File: src/rtl/hazard_pkg.sv
// Shared types and constants for the pipeline hazard sequencer.
package hazard_pkg;

  typedef enum logic {
    RUN   = 1'b0,
    BR_EX = 1'b1
  } hz_state_t;

  localparam logic [4:0] REG_ZERO = 5'd0;

endpackage

File: src/rtl/hazard_perf_counters.sv
// Saturating stall-cycle and taken-branch counter pair.
module hazard_perf_counters #(
  parameter int unsigned CNT_W = 16
) (
  input  logic             clk,
  input  logic             rst_n,
  input  logic             stall_inc,
  input  logic             taken_inc,
  output logic [CNT_W-1:0] stall_cycles,
  output logic [CNT_W-1:0] branches_taken
);

  always_ff @(posedge clk or negedge rst_n) begin
    if (!rst_n) begin
      stall_cycles   <= '0;
      branches_taken <= '0;
    end else begin
      if (stall_inc && (stall_cycles != '1))
        stall_cycles <= stall_cycles + 1'b1;
      if (taken_inc && (branches_taken != '1))
        branches_taken <= branches_taken + 1'b1;
    end
  end

endmodule

File: src/rtl/pipe_hazard_sequencer.sv
// Load-use / branch hazard FSM driving PC, IF/ID and ID/EX controls.
// Optional saturating performance counters under HAZARD_PERF_EN.
module pipe_hazard_sequencer
  import hazard_pkg::*;
#(
  parameter int unsigned REG_W  = 5,
  parameter int unsigned DATA_W = 32
`ifdef HAZARD_PERF_EN
  ,
  parameter int unsigned CNT_W  = 16
`endif
) (
  input  logic              clk,
  input  logic              rst_n,
  input  logic              freeze,
  input  logic [REG_W-1:0]  id_rs,
  input  logic [REG_W-1:0]  id_rt,
  input  logic              id_is_branch,
  input  logic [REG_W-1:0]  ex_rt,
  input  logic              ex_mem_read,
  input  logic              ex_beq,
  input  logic              ex_bne,
  input  logic              ex_zero,
  input  logic [DATA_W-1:0] ex_offset,
  output logic              hold_pc,
  output logic              if_id_hold,
  output logic              if_id_flush,
  output logic              id_ex_bubble,
  output logic              pc_redirect,
  output logic [DATA_W-1:0] pc_offset
`ifdef HAZARD_PERF_EN
  ,
  output logic [CNT_W-1:0]  stall_cycles,
  output logic [CNT_W-1:0]  branches_taken
`endif
);

  hz_state_t state, next_state;
  logic      lu;
  logic      taken;

  assign lu = ex_mem_read && (ex_rt != REG_W'(REG_ZERO)) &&
              ((ex_rt == id_rs) || (ex_rt == id_rt));
  assign taken = (ex_beq && ex_zero) || (ex_bne && !ex_zero);

  always_ff @(posedge clk or negedge rst_n) begin
    if (!rst_n) state <= RUN;
    else        state <= next_state;
  end

  // Reset gates the outputs combinationally so they read 0 for the whole
  // assertion, not just from the next edge.
  always_comb begin
    next_state   = state;
    hold_pc      = 1'b0;
    if_id_hold   = 1'b0;
    if_id_flush  = 1'b0;
    id_ex_bubble = 1'b0;
    pc_redirect  = 1'b0;
    pc_offset    = '0;
    if (!rst_n) begin
      next_state = RUN;
    end else if (freeze) begin
      hold_pc    = 1'b1;
      if_id_hold = 1'b1;
    end else begin
      unique case (state)
        RUN: begin
          if (lu) begin
            hold_pc      = 1'b1;
            if_id_hold   = 1'b1;
            id_ex_bubble = 1'b1;
          end else if (id_is_branch) begin
            hold_pc     = 1'b1;
            if_id_flush = 1'b1;
            next_state  = BR_EX;
          end
        end
        BR_EX: begin
          next_state = RUN;
          if (taken) begin
            pc_redirect = 1'b1;
            pc_offset   = ex_offset;
            if_id_flush = 1'b1;
          end
        end
        default: next_state = RUN;
      endcase
    end
  end

`ifdef HAZARD_PERF_EN
  hazard_perf_counters #(
    .CNT_W (CNT_W)
  ) u_perf (
    .clk            (clk),
    .rst_n          (rst_n),
    .stall_inc      (hold_pc && !freeze),
    .taken_inc      (pc_redirect),
    .stall_cycles   (stall_cycles),
    .branches_taken (branches_taken)
  );
`endif

endmodule

File: config.mk
export PLATFORM = sky130hd
export DESIGN_NAME = pipe_hazard_sequencer
export DESIGN_NICKNAME = d
export VERILOG_FILES = /design/src/rtl/hazard_pkg.sv /design/src/rtl/hazard_perf_counters.sv /design/src/rtl/pipe_hazard_sequencer.sv
export SDC_FILE = /design/constraint.sdc
export NUM_CORES = 1
export LEC_CHECK = 0
export ABC_AREA = 1
export CORE_UTILIZATION = 22
export CTS_CLUSTER_SIZE = 24
export DETAILED_ROUTE_END_ITERATION = 10
export GPL_TIMING_DRIVEN = 0
export PLACE_DENSITY = 0.8
export SETUP_SLACK_MARGIN = 0.02
export SKIP_CTS_REPAIR_TIMING = 1
export SLEW_MARGIN = 30
export SYNTH_ARGS = -nofsm -noshare
export SYNTH_HDL_FRONTEND = slang
export SYNTH_SLANG_ARGS = --single-unit
File: constraint.sdc
create_clock -name clk -period 1.7 [get_ports clk]
set_clock_uncertainty 0.2 [all_clocks]
set_input_delay 0.34 -clock clk [delete_from_list [all_inputs] [get_ports clk]]
set_output_delay 0.34 -clock clk [all_outputs]
set_load 0.005 [all_outputs]
==> key figures <==
GRT
  – First-pass GRT wire length: between 3 and 4 mm
  – Total track usage: between 10% and 20%
  – Total congestion overflow: 0
  – Vias in the first global route: 790
  – Initial antenna violation count: 0
  – Largest net degree at the start of global routing: 11

Floorplan
  – Row count: 18
  – # IOs: 92
  – Die ar.: 2870 sq um
  – Die span in y: roughly 54 um
  – DIE WIDTH: 53.5 um
  – Core Area: 2500 sq um
  – Starting Density: a little under a quarter

Worst setup path
  – CP Data Required Time: 1160 ps
  – Reg2reg setup slack: 560 ps
  – Reg2Reg Depth: 3
  – Worst setup SP type: primary input
  – Critical Path AT: 1330 ps
  – Reg2reg start: state
  – Worst Setup SP: ex_zero
  – Worst flop-to-flop path endpoint: state
  – Max FO, Critical Path: 4
  – Crit Path Class: primary input to output pin
  – Worst setup EP type: output pin

Final layout
  – Largest register FFs: 1
  – Top Registers: state x1
  – Layout cells sized above 1: 35.4%
  – Layout Area Growth over Synthesis: 192%
  – Antenna Cells: 0
  – NumNets Final: 300
  – Commonest non-fill, non-tap cell in the layout: inv_1
  – Layout Cells excl Fill: approximately 270
  – Most frequent cells in the layout: inv_1, clkdlybuf4s50_1, nor2_1
  – Reg with most FFs: state
  – Final Cell Area: approximately 1700 sq um

Hold path
  – Min-Delay Path Class: primary input to flop
  – Hold Path Depth: 3
  – Worst hold start: rst_n
  – Hold worst-path end: state

Detailed routing
  – Routed met2 length: around 1.6 mm
  – Average via count per standard cell: 4.10
  – Met3 routed WL: 159 um
  – Antenna viol nets, final: 0
  – Vias post-DR: 1120
  – Initial DRC Count: 11
  – WL final: between 2 and 3 mm
  – Routed metal-1 wirelength: between 1 and 1.5 mm
  – Highest metal layer with signal wires: met3
  – Routed len/inst: 10.9 um
  – Drt drc: 0
  – DR pass1 iterations: 4

Logic synthesis
  – Yosys top cell by area: inv_1
  – Post-Synthesis Cells: about 140
  – Flops & latches, synth: 1
  – Top cells by area, synth: inv_1, nor2_1, nand2_1
  – Area share of the largest cell type after synthesis: 31.5%
  – Sequential area share after synthesis: 4.28%
  – Warnings from Yosys: 0
  – Post-Syn Nets: 190
  – Synth unique cells: 14
  – Post-Syn Area: 584 sq um
  – Syn avg cell area: between 4 and 5 sq um

Place
  – Dpl cell area: 1530 sq um
  – DP HPWL: 2.11 mm
  – Dpl cells: 256
  – PortBufs: 91
  – GPL Wtd Cong: 0.706

STA
  – # setup viols final: 36
  – Final Worst Setup Slack: -168 ps
  – Final hold vios: 0
  – RSZ-0062 raised after global routing: yes
  – Rel. slew slack: slightly above 80%
  – Max Freq: 0.535 GHz
  – Min cycle time layout: roughly 1900 ps
  – Worst-Margin Slew: 268 ps
  – Max-slew violations: 0
  – Final period utilization: 110%

Run status
  – Outcome: finished with violations
  – Failing checks: setup timing

Pwr
  – Pwr per Cell Area: 167 nW/um^2
  – VDD IR-drop max: 0.000202 V
  – Leak: 0.00128 uW

Clocking
  – Clock latency on the worst-skew pair: 0 ps
  – Clk slew on worst S/H paths: 0 ps

Job
  – MaxCap Viol Count: 0
[Yosys cell counts]
| cell type | number |
|---|---|
| inv_1 | 49 |
| nor2_1 | 38 |
| nand2_1 | 29 |
| nand3_1 | 4 |
| buf_4 | 3 |
| nand3_2 | 2 |
| nand4_1 | 2 |
| xnor2_1 | 2 |
| dfrtp_1 | 1 |
| inv_2 | 1 |
| mux2_2 | 1 |
| nor2_2 | 1 |
| nor3_1 | 1 |
| o21ai_0 | 1 |
[per-layer routing]
metal / global-route usage (%) / vias to the layer above
met4: 0 / 0
li1: - / 585
met1: 16.7 / 503
met2: 29.4 / 32
met5: 0 / -
met3: 1.69 / 0
[critical path, stage by stage]
cell and delay, ps:
buf_6 90, mux2_4 310, nand3_4 120, buf_6 100
buf_6 100, buf_6 100, nor2_4 30, buf_2 120
[power breakdown]
part	switching, uW	internal (uW)
Combinational	96.0	160
Clock	0	0
Sequential	3.45	25.7
[cell type report]
class / count / area [sq um]
buffer: 3 / 33.8
fill: 230 / 793
inverter: 50 / 193
multi-input combinational: 82 / 440
sequential: 1 / 25.0
tap: 30 / 37.5
timing repair buffer: 107 / 977
[cells by family after synthesis]
group           share of synthesized area, %
simple gates                            54.0
buf+inv                                 36.0
xor+xnor                                3.00
flops                                   4.28
mux                                     1.93
compound gates                         0.856
[how the worst max path moves through the flow]
stage	cells past startpoint	slack, ps	endpoint
2_1_floorplan	4	170	if_id_flush
3_3_place_gp	10	-910	id_ex_bubble
3_5_place_dp	7	-930	pc_offset[25]
4_1_cts	12	-930	hold_pc
5_1_grt	8	-210	pc_offset[21]
6_report	8	-170	pc_offset[25]
[stage by stage]
stage	total power, uW	setup slack (ps)	util, %	TNS, ps	hold slack, ps
2_1_floorplan	93.5	170	-	0	-156
3_3_place_gp	252	-913	61.3	-32280	336
3_5_place_dp	256	-931	61.3	-33010	350
4_1_cts	257	-934	61.3	-33100	350
5_1_grt	311	-210	68.3	-5310	429
6_report	286	-168	68.3	-3800	412
(Power assumes the default switching activity.)
